$ cat config.mk
export PLATFORM = sky130hd
export DESIGN_NAME = pico_exec_ctrl_flat
export DESIGN_NICKNAME = d
export VERILOG_FILES = /design/src/rtl/pico_exec_ctrl_if.sv /design/src/rtl/pico_exec_ctrl.sv /design/src/flat_wrapper.sv
export SDC_FILE = /design/constraint.sdc
export NUM_CORES = 1
export LEC_CHECK = 0
export ABC_AREA = 1
export CAP_MARGIN = 10
export CORE_MARGIN = 4
export CORE_UTILIZATION = 47
export DETAILED_ROUTE_END_ITERATION = 10
export GPL_ROUTABILITY_DRIVEN = 0
export PLACE_DENSITY_LB_ADDON = 0.3
export SYNTH_ARGS = -nofsm -noshare
export SYNTH_HDL_FRONTEND = slang
export SYNTH_SLANG_ARGS = --single-unit
$ cat constraint.sdc
create_clock -name clk -period 1.7 [get_ports clk]
set_input_delay 0.51 -clock clk [delete_from_list [all_inputs] [get_ports clk]]
set_output_delay 0.51 -clock clk [all_outputs]
set_load 0.005 [all_outputs]
$ cat src/rtl/pico_exec_ctrl_if.sv
// Signal bundle between the picoMIPS datapath/decoder and the execution sequencer.
// The sequencer takes the slave view; the system side takes the master view.
interface pico_exec_ctrl_if #(
  parameter int unsigned Psize = 6,
  parameter int unsigned CNTW  = 16
);
  logic             run_sw;
  logic             step_btn;
  logic             bflag_raw;
  logic [Psize-1:0] pc_value;
  logic             wait_req;
  logic             halt_req;
  logic [Psize-1:0] bkpt_addr;
  logic             bkpt_on;
  logic             cpu_en;
  logic [2:0]       state_o;
  logic             halted;
  logic             bkpt_hit;
  logic [CNTW-1:0]  instr_cnt;

  modport master (
    output run_sw, step_btn, bflag_raw, pc_value, wait_req, halt_req, bkpt_addr, bkpt_on,
    input  cpu_en, state_o, halted, bkpt_hit, instr_cnt
  );

  modport slave (
    input  run_sw, step_btn, bflag_raw, pc_value, wait_req, halt_req, bkpt_addr, bkpt_on,
    output cpu_en, state_o, halted, bkpt_hit, instr_cnt
  );
endinterface

$ cat src/rtl/pico_exec_ctrl.sv
// Execution sequencer for the 8-bit picoMIPS: run/step/halt/wait-for-Bflag commit control.
// Breakpoint compare is compiled in only when PICO_BKPT_EN is defined.
module pico_exec_ctrl #(
  parameter int unsigned Psize = 6,
  parameter int unsigned CNTW  = 16
) (
  input logic              clk,
  input logic              reset,
  pico_exec_ctrl_if.slave  bus
);

  typedef enum logic [2:0] {
    StIdle    = 3'd0,
    StRun     = 3'd1,
    StStep    = 3'd2,
    StWaitIn  = 3'd3,
    StWaitRel = 3'd4,
    StHalt    = 3'd5
  } state_e;

  state_e          state_q, state_d;
  logic [CNTW-1:0] cnt_q, cnt_d;
  logic            step_s1_q, step_s2_q, step_dly_q;
  logic            bflag_s1_q, bflag_s2_q;
  logic            step_rise;
  logic            bkpt_match;
  logic            cpu_en;
  logic            bkpt_hit;
  logic [Psize-1:0] pc_w;

  assign pc_w = bus.pc_value;

`ifdef PICO_BKPT_EN
  assign bkpt_match = bus.bkpt_on && (pc_w == bus.bkpt_addr);
`else
  logic [Psize-1:0] unused_pc;
  logic             unused_on;
  assign unused_pc  = pc_w ^ bus.bkpt_addr;
  assign unused_on  = bus.bkpt_on;
  assign bkpt_match = 1'b0;
`endif

  assign step_rise = step_s2_q & ~step_dly_q;

  always_ff @(posedge clk or posedge reset) begin
    if (reset) begin
      state_q    <= StIdle;
      cnt_q      <= '0;
      step_s1_q  <= 1'b0;
      step_s2_q  <= 1'b0;
      step_dly_q <= 1'b0;
      bflag_s1_q <= 1'b0;
      bflag_s2_q <= 1'b0;
    end else begin
      state_q    <= state_d;
      cnt_q      <= cnt_d;
      step_s1_q  <= bus.step_btn;
      step_s2_q  <= step_s1_q;
      step_dly_q <= step_s2_q;
      bflag_s1_q <= bus.bflag_raw;
      bflag_s2_q <= bflag_s1_q;
    end
  end

  always_comb begin
    state_d  = state_q;
    cpu_en   = 1'b0;
    bkpt_hit = 1'b0;
    case (state_q)
      StIdle: begin
        if (bus.run_sw)     state_d = StRun;
        else if (step_rise) state_d = StStep;
      end
      StRun: begin
        // halt outranks a breakpoint on the same instruction, so no hit pulse then
        if (bus.halt_req) begin
          state_d = StHalt;
        end else if (bkpt_match) begin
          state_d  = StIdle;
          bkpt_hit = 1'b1;
        end else if (bus.wait_req) begin
          state_d = StWaitIn;
        end else if (!bus.run_sw) begin
          state_d = StIdle;
        end else begin
          cpu_en = 1'b1;
        end
      end
      StStep: begin
        if (bus.halt_req) begin
          state_d = StHalt;
        end else if (bus.wait_req) begin
          state_d = StWaitIn;
        end else begin
          cpu_en  = 1'b1;
          state_d = StIdle;
        end
      end
      StWaitIn: begin
        // commit in the Bflag cycle so the input read sees the flag asserted
        if (bflag_s2_q) begin
          cpu_en  = 1'b1;
          state_d = StWaitRel;
        end
      end
      StWaitRel: begin
        if (!bflag_s2_q) state_d = bus.run_sw ? StRun : StIdle;
      end
      StHalt: begin
        if (!bus.run_sw) state_d = StIdle;
      end
      default: state_d = StIdle;
    endcase
  end

  always_comb begin
    cnt_d = cnt_q;
    if (cpu_en && (cnt_q != {CNTW{1'b1}})) cnt_d = cnt_q + 1'b1;
  end

  assign bus.cpu_en    = cpu_en;
  assign bus.bkpt_hit  = bkpt_hit;
  assign bus.state_o   = state_q;
  assign bus.halted    = (state_q == StHalt);
  assign bus.instr_cnt = cnt_q;

endmodule

$ cat src/flat_wrapper.sv
// flat-port wrapper written by rule: the top's interface ports become plain ports
module pico_exec_ctrl_flat 
#(
  parameter int unsigned Psize = 6,
  parameter int unsigned CNTW  = 16
)
  (clk, reset, bus_run_sw, bus_step_btn, bus_bflag_raw, bus_pc_value, bus_wait_req, bus_halt_req, bus_bkpt_addr, bus_bkpt_on, bus_cpu_en, bus_state_o, bus_halted, bus_bkpt_hit, bus_instr_cnt);
  pico_exec_ctrl_if #(.Psize(Psize), .CNTW(CNTW)) bus_i ();
  input logic clk;
  input logic reset;
  input wire logic [$bits(bus_i.run_sw)-1:0] bus_run_sw;
  input wire logic [$bits(bus_i.step_btn)-1:0] bus_step_btn;
  input wire logic [$bits(bus_i.bflag_raw)-1:0] bus_bflag_raw;
  input wire logic [$bits(bus_i.pc_value)-1:0] bus_pc_value;
  input wire logic [$bits(bus_i.wait_req)-1:0] bus_wait_req;
  input wire logic [$bits(bus_i.halt_req)-1:0] bus_halt_req;
  input wire logic [$bits(bus_i.bkpt_addr)-1:0] bus_bkpt_addr;
  input wire logic [$bits(bus_i.bkpt_on)-1:0] bus_bkpt_on;
  output wire logic [$bits(bus_i.cpu_en)-1:0] bus_cpu_en;
  output wire logic [$bits(bus_i.state_o)-1:0] bus_state_o;
  output wire logic [$bits(bus_i.halted)-1:0] bus_halted;
  output wire logic [$bits(bus_i.bkpt_hit)-1:0] bus_bkpt_hit;
  output wire logic [$bits(bus_i.instr_cnt)-1:0] bus_instr_cnt;
  assign bus_i.run_sw = bus_run_sw;
  assign bus_i.step_btn = bus_step_btn;
  assign bus_i.bflag_raw = bus_bflag_raw;
  assign bus_i.pc_value = bus_pc_value;
  assign bus_i.wait_req = bus_wait_req;
  assign bus_i.halt_req = bus_halt_req;
  assign bus_i.bkpt_addr = bus_bkpt_addr;
  assign bus_i.bkpt_on = bus_bkpt_on;
  assign bus_cpu_en = bus_i.cpu_en;
  assign bus_state_o = bus_i.state_o;
  assign bus_halted = bus_i.halted;
  assign bus_bkpt_hit = bus_i.bkpt_hit;
  assign bus_instr_cnt = bus_i.instr_cnt;
  pico_exec_ctrl #(.Psize(Psize), .CNTW(CNTW)) u_core (.clk(clk), .reset(reset), .bus(bus_i));
endmodule
==> results of run 1 <==
logic make-up after synthesis:
group | share of synthesized area, %
flip-flops | 42.55
AND/OR/NAND/NOR | 43.26
XOR/XNOR | 4.344
other | 0.2657
adder cells (fa/ha/maj) | 0.8864
buffers and inverters | 6.383
AO/OA/AOI/OAI | 2.305
layer usage:
layer | vias to the layer above | GRT usage, % | wire length [um]
met4 | 0 | 3.030 | 18
met5 | - | 0 | 0
met2 | 49 | 33.82 | 1876
met3 | 2 | 2.518 | 175
li1 | 758 | - | -
met1 | 701 | 25.90 | 1685
area by class of cell:
type,instances,area (um2),area share (%)
tap,31,38.79,1.867
multi-input combinational,156,747.0,35.96
inverter,16,65.06,3.133
sequential,24,606.8,29.22
timing repair buffer,70,583.1,28.07
clock buffer,4,36.28,1.747
flip-flops by register name, indices dropped and copies added (netlist names):
register and count:
u_core.bus.instr_cnt 16, u_core.bus.state_o 3, u_core.bflag_s1_q 1, u_core.bflag_s2_q 1, u_core.step_dly_q 1, u_core.step_s1_q 1
u_core.step_s2_q 1
repair_timing:
| item | 4_1_cts | 5_1_grt |
|---|---|---|
| setup buffers | 23 | 8 |
| gates resized for setup | 43 | 11 |
| endpoints found under the hold margin | 0 | 0 |
| endpoints found under the setup margin | 24 | 9 |
| pin swaps | 5 | 3 |
cell usage after synthesis (all sizes together):
| master | instances |
|---|---|
| a22oi | 1 |
| conb | 1 |
| nor3 | 1 |
| xnor2 | 4 |
| inv | 16 |
| ha | 1 |
| nand4 | 6 |
| dfrtp | 24 |
| nor2 | 28 |
| nand2 | 92 |
| nand3 | 13 |
| nand3b | 1 |
| buf | 3 |
| o21ai | 5 |
| xor2 | 3 |
metrics by stage:
stage / cell area, um2 / TNS [ps] / std cells / setup WS, ps / hold slack (ps)
6_report: 2077 / -124.9 / 301 / -124.9 / 362.7
5_1_grt: 2077 / -282.4 / 301 / -196.1 / 371.4
4_1_cts: 2008 / -87.87 / 293 / -87.87 / 366.4
3_5_place_dp: 1793 / -5810 / 266 / -736.6 / 335.8
3_3_place_gp: 1793 / -5279 / 266 / -705.6 / 331.8
2_1_floorplan: 1411 / 0 / 199 / 234.1 / 331.2
worst max-delay path by stage:
stage / start / end / slack [ps] / cells past startpoint
finish: u_core.bus.state_o[0] / bus_cpu_en / -120 / 6
global route: u_core.bus.state_o[0] / bus_cpu_en / -200 / 6
global placement: bus_wait_req / bus_cpu_en / -710 / 5
CTS: u_core.bus.state_o[0] / bus_cpu_en / -90 / 6
detailed placement: bus_wait_req / bus_cpu_en / -740 / 5
floorplan: bus_wait_req / bus_cpu_en / 230 / 3
power groups by stage:
stage          Combinational (mW)  Clock [mW]  Sequential (mW)
2_1_floorplan               0.356           0            0.741
3_3_place_gp                0.700           0            0.742
3_5_place_dp                0.707           0            0.744
4_1_cts                     0.910       0.307            0.683
5_1_grt                      1.11       0.333            0.699
6_report                     1.01       0.293            0.691
==> impl_metrics.ini, run 1 <==
[timing]
setup_viol_count_final = 1
max_clock_freq_mhz = 548.0
finalClockSkew_ps = 9.478
hold_violations = 0
maxSlewViolCount = 0
post-route-min-period_ps = 1825
grt_setup_unrepaired = yes
fin_crit_sh_pct = 107.3
postLayoutSetupSlackWorst_ps = -124.9

[cells_and_area]
final_common_cell = nand2_1
num_antenna_cells = 0
fin_util_pct = 74.04
fill_cells = 227
area_growth_pct = 47.16
drive_gt1_share_pct = 27.04
nNetsFinal = 292
final_cell_mix = nand2_1 (90), buf_4 (39), nor2_1 (22)

[global_routing]
grt_util_all_layers_pct = 19.35
first_global_vias = 1394
grt_max_degree = 25
overflow = 0
antenna_found_initial = 0
grt_pass1_wl_mm = 6.292

[pwr]
power_density_nw_per_um2 = 961.0
ir_drop_mv = 0.5984
switching_share_pct = 36.19
p_int_mw = 1.274
combinationalPowerShare_pct = 50.7
power.switching_mw = 0.7223
p_seq_share_pct = 34.6
clockPowerShare_pct = 14.7
power_mw = 1.996
leakagePower_nw = 1.180

[hold_path]
hold_depth = 0
min_path_type = register to register
hold_path_end = u_core.step_s2_q
hp-start = u_core.step_s1_q

[die]
fp.dieH_um = 62.80
coreArea_um2 = 2805
die_x_um = 62.80
dieArea_um2 = 3944
num_rows = 19
start_util_pct = 50.31
io_pins = 42

[yosys]
ys_warn_count = 0
synthTopCellsByArea = dfrtp_1 (43%), nand2_1 (24%), nor2_1 (6.4%)
synth_top_area_share_pct = 42.55
syn_area_per_cell_um2 = 7.092
synth_seq_cells = 24
syn_area_um2 = 1411
synth_top_cell_by_area = dfrtp_1
synth_fp_nets = 220
ys_seq_area_share_pct = 42.55
ys_types = 21
synthCells = 199

[clocking]
cts_buffer_depth = 2
clock-sinks = 24
htree_levels = 1
cts-root-buf = clkbuf_4
cts_tree = yes
clk_latency_ps = 300
hold_buffers = 0
clk_pin_slew_worst_paths_ps = 120
numCtsBuffers = 3

[status]
failed_checks = negative setup slack
status = finished with violations

[worst_setup_path]
worstSetupStartpointType = register
timing.rr.end = u_core.bus.instr_cnt[13]
ff2ff_path_depth = 11
crit_path_end_kind = output port
timing.reg2reg.setup_slack_ps = 90
path_class = register to output port
cp_cell_sequence = buf_6, inv_4, nor2_2, nand4_1, nand3_2, buf_2
path_buf_inv = 3
critPathMaxStageDelay_ps = 420
worst_ep_required_time_ps = 1190
crit_path_max_fanout = 4
crit_path_top_delay_cell = dfrtp_1
crit_family = flip-flops
r2r-start = u_core.bus.state_o[0]
crit_arrival_ps = 1310

[placed_design]
io_buffers = 27
dpl.hpwl_mm = 2.237

[routing]
vias = 1510
wl_mm = 3.756
vias_per_cell = 5.017
drcViolationCount = 0
dr.pass1.iters = 4
drt_iter0_drc = 150
wl_per_cell_um = 12.48
drtAntennaViolNets = 0

[job]
drv_cap = 0
Power figures use the tool's default switching activity.
==> run 2, diff against run 1 <==
--- a/config.mk
+++ b/config.mk
@@ -5,10 +5,9 @@
 export SDC_FILE = /design/constraint.sdc
 export NUM_CORES = 1
 export LEC_CHECK = 0
-export ABC_AREA = 1
 export CAP_MARGIN = 10
 export CORE_MARGIN = 4
-export CORE_UTILIZATION = 47
+export CORE_UTILIZATION = 44
 export DETAILED_ROUTE_END_ITERATION = 10
 export GPL_ROUTABILITY_DRIVEN = 0
 export PLACE_DENSITY_LB_ADDON = 0.3
==> constraint.sdc (replaced) <==
create_clock -name clk -period 1.94 [get_ports clk]
set_input_delay 0.582 -clock clk [delete_from_list [all_inputs] [get_ports clk]]
set_output_delay 0.582 -clock clk [all_outputs]
set_load 0.005 [all_outputs]
==> run 2 against run 1 <==
Compared with the run above:
- the flow now finishes without violations
- combinational power is 24% lower
- hold slack better by 0.81 ps
- area after synthesis shrank 14%
- sequential share of layout area increased by 6.8 points
- critical endpoint unchanged
- highest routed layer unchanged
- total power down 14%
- non-clock buffer count shrank 24
- critical path depth is 1 lower
- die area decreased by 7.4%
- register-to-register slack gained 50 ps
- routed wire length is 30% lower
- core utilization fell by 8.1 points
- clock power shrank 12%
==> impl_metrics.ini, run 2 <==
[worst_setup_path]
path_buf_inv = 2
cp-endpoint = bus_cpu_en
critical_path_depth = 5
crit_family = flip-flops
timing.reg2reg.setup_slack_ps = 140
r2r-start = u_core.bus.state_o[1]
worst_ep_required_time_ps = 1360
critPathMaxStageDelay_ps = 380
path_class = register to output port
ff2ff_path_depth = 8
worstSetupStartpointType = register
cp_cell_sequence = buf_6, and3b_1, o21ai_2, nand2_2, clkbuf_2
crit_path_end_kind = output port
startpoint = u_core.bus.state_o[1]
crit_path_max_fanout = 3
timing.rr.end = u_core.bus.instr_cnt[1]
crit_arrival_ps = 1330
crit_path_top_delay_cell = dfrtp_1

[timing]
grt_setup_unrepaired = yes
setup_viol_count_final = 0
maxSlewViolCount = 0
max_clock_freq_mhz = 523.5
post-route-min-period_ps = 1910
fin_crit_sh_pct = 98.46
finalClockSkew_ps = 5.611
hold_violations = 0

[yosys]
synth_top_cell_by_area = dfrtp_1
synth_fp_nets = 134
synthTopCellsByArea = dfrtp_1 (50%), xnor2_1 (8.7%), nand3_1 (3.3%)
synth_seq_cells = 24
synthCells = 113
synth-edff-count = 0
synth_top_area_share_pct = 49.64
post-synth-top-count-cell = dfrtp_1
ys_seq_area_share_pct = 49.64
ys_top_cells_by_count = dfrtp_1 (24), xnor2_1 (12), nand2_1 (9)
syn_area_per_cell_um2 = 10.71
syn_area_um2 = 1210
synth_ff_type = dfrtp_1
synthArstFlopShare_pct = 100.0
ys_types = 38
ys_warn_count = 0

[cells_and_area]
nNetsFinal = 181
num_antenna_cells = 0
final_common_cell = dfrtp_1
largest_reg_flops = 16
drive_gt1_share_pct = 25.16
fin_util_pct = 65.98
area_growth_pct = 38.78
finish.instance_area_um2 = 1679
final_cell_mix = dfrtp_1 (20), clkdlybuf4s50_1 (19), buf_4 (16)

[global_routing]
antenna_found_initial = 0
overflow = 0
grt_pass1_wl_mm = 4.326
grt_util_all_layers_pct = 15.84
grt_max_degree = 25
first_global_vias = 1015

[routing]
drt_iter0_drc = 38
wl_mm = 2.635
drcViolationCount = 0
drtAntennaViolNets = 0
vias_per_cell = 5.365
wl_per_cell_um = 13.94
vias = 1014
dr.pass1.iters = 4

[job]
drv_cap = 0

[die]
start_util_pct = 47.54
fp.dieH_um = 60.44
io_pins = 42
num_rows = 18
dieArea_um2 = 3653
die_x_um = 60.44
coreArea_um2 = 2545

[placed_design]
io_buffers = 27
dpl.hpwl_mm = 1.945
placedInstanceArea_um2 = 1593

[clocking]
clk_latency_ps = 310
htree_levels = 1
clock-sinks = 24
cts_buffer_depth = 2
numCtsBuffers = 3
cts_tree = yes
cts-root-buf = clkbuf_4
clk_pin_slew_worst_paths_ps = 120

[hold_path]
min_path_type = register to register

[pwr]
ir_drop_mv = 0.7997
leakagePower_nw = 0.7627
power_density_nw_per_um2 = 1021

[status]
status = finished clean
-- run 2: area by class of cell --
cell class / instances / area [um2]
clock buffer: 4 / 36.28
fill: 219 / 865.8
inverter: 4 / 15.01
multi-input combinational: 81 / 561.8
sequential: 24 / 605.6
tap: 30 / 37.54
timing repair buffer: 46 / 422.9
-- run 2: layer usage --
metal,part of all wire [%],up-vias,track usage (%)
li1,-,489,-
met1,40,487,19.02
met2,53,32,27.31
met3,5.6,6,2.979
met4,1.4,0,7.740
met5,0,-,0
-- run 2: logic make-up after synthesis --
family                     after synthesis  share of synthesized area [%]
xor gates and xnor gates                13                          9.411
adders and majority gates                1                          1.034
other                                    1                         0.3099
buffers and inverters                    8                          4.136
and+or+nand+nor                         48                          23.99
AOI/OAI and AO/OA                       14                          7.860
muxes                                    4                          3.619
DFF                                     24                          49.64
-- run 2: worst register-to-register path: stages, from the launching register on --
cell and delay, ps:
dfrtp_1 410, buf_6 120, and3b_1 220, o21ai_2 80, buf_4 130, buf_4 130
a21oi_4 150, buf_12 140, mux2_2 330
-- run 2: per-stage QoR --
step	std cells	power, mW	setup slack (ps)	hold slack [ps]	setup TNS, ps
3_3_place_gp	179	1.370	-644.7	333.3	-4075
2_1_floorplan	113	1.030	283.4	331.2	0
5_1_grt	189	1.841	-50.10	387.1	-50.10
6_report	189	1.714	29.80	363.5	0
3_5_place_dp	179	1.398	-644.9	338.7	-4270
4_1_cts	187	1.717	-214.6	367.3	-214.6
-- run 2: worst min-delay path by stage --
stage / startpoint / to / slack, ps / cells past startpoint
after global routing: u_core.bflag_s1_q / u_core.bflag_s2_q / 390 / 0
after CTS: u_core.bflag_s1_q / u_core.bflag_s2_q / 370 / 0
after detailed placement: u_core.bflag_s1_q / u_core.bflag_s2_q / 340 / 0
after floorplan: u_core.bflag_s1_q / u_core.bflag_s2_q / 330 / 0
final: u_core.bflag_s1_q / u_core.bflag_s2_q / 360 / 0
after global placement: u_core.bflag_s1_q / u_core.bflag_s2_q / 330 / 0
-- run 2: repair_timing --
action	4_1_cts	5_1_grt
endpoints found under the setup margin	4	8
setup buffers	4	2
hold buffers	0	0
resized for setup	7	14
pin swaps	1	2
-- run 2: report_power, final --
| group | internal, mW | switching [mW] | total, mW |
|---|---|---|---|
| Sequential | 0.590 | 0.100 | 0.690 |
| Combinational | 0.456 | 0.309 | 0.766 |
| Clock | 0.115 | 0.143 | 0.258 |
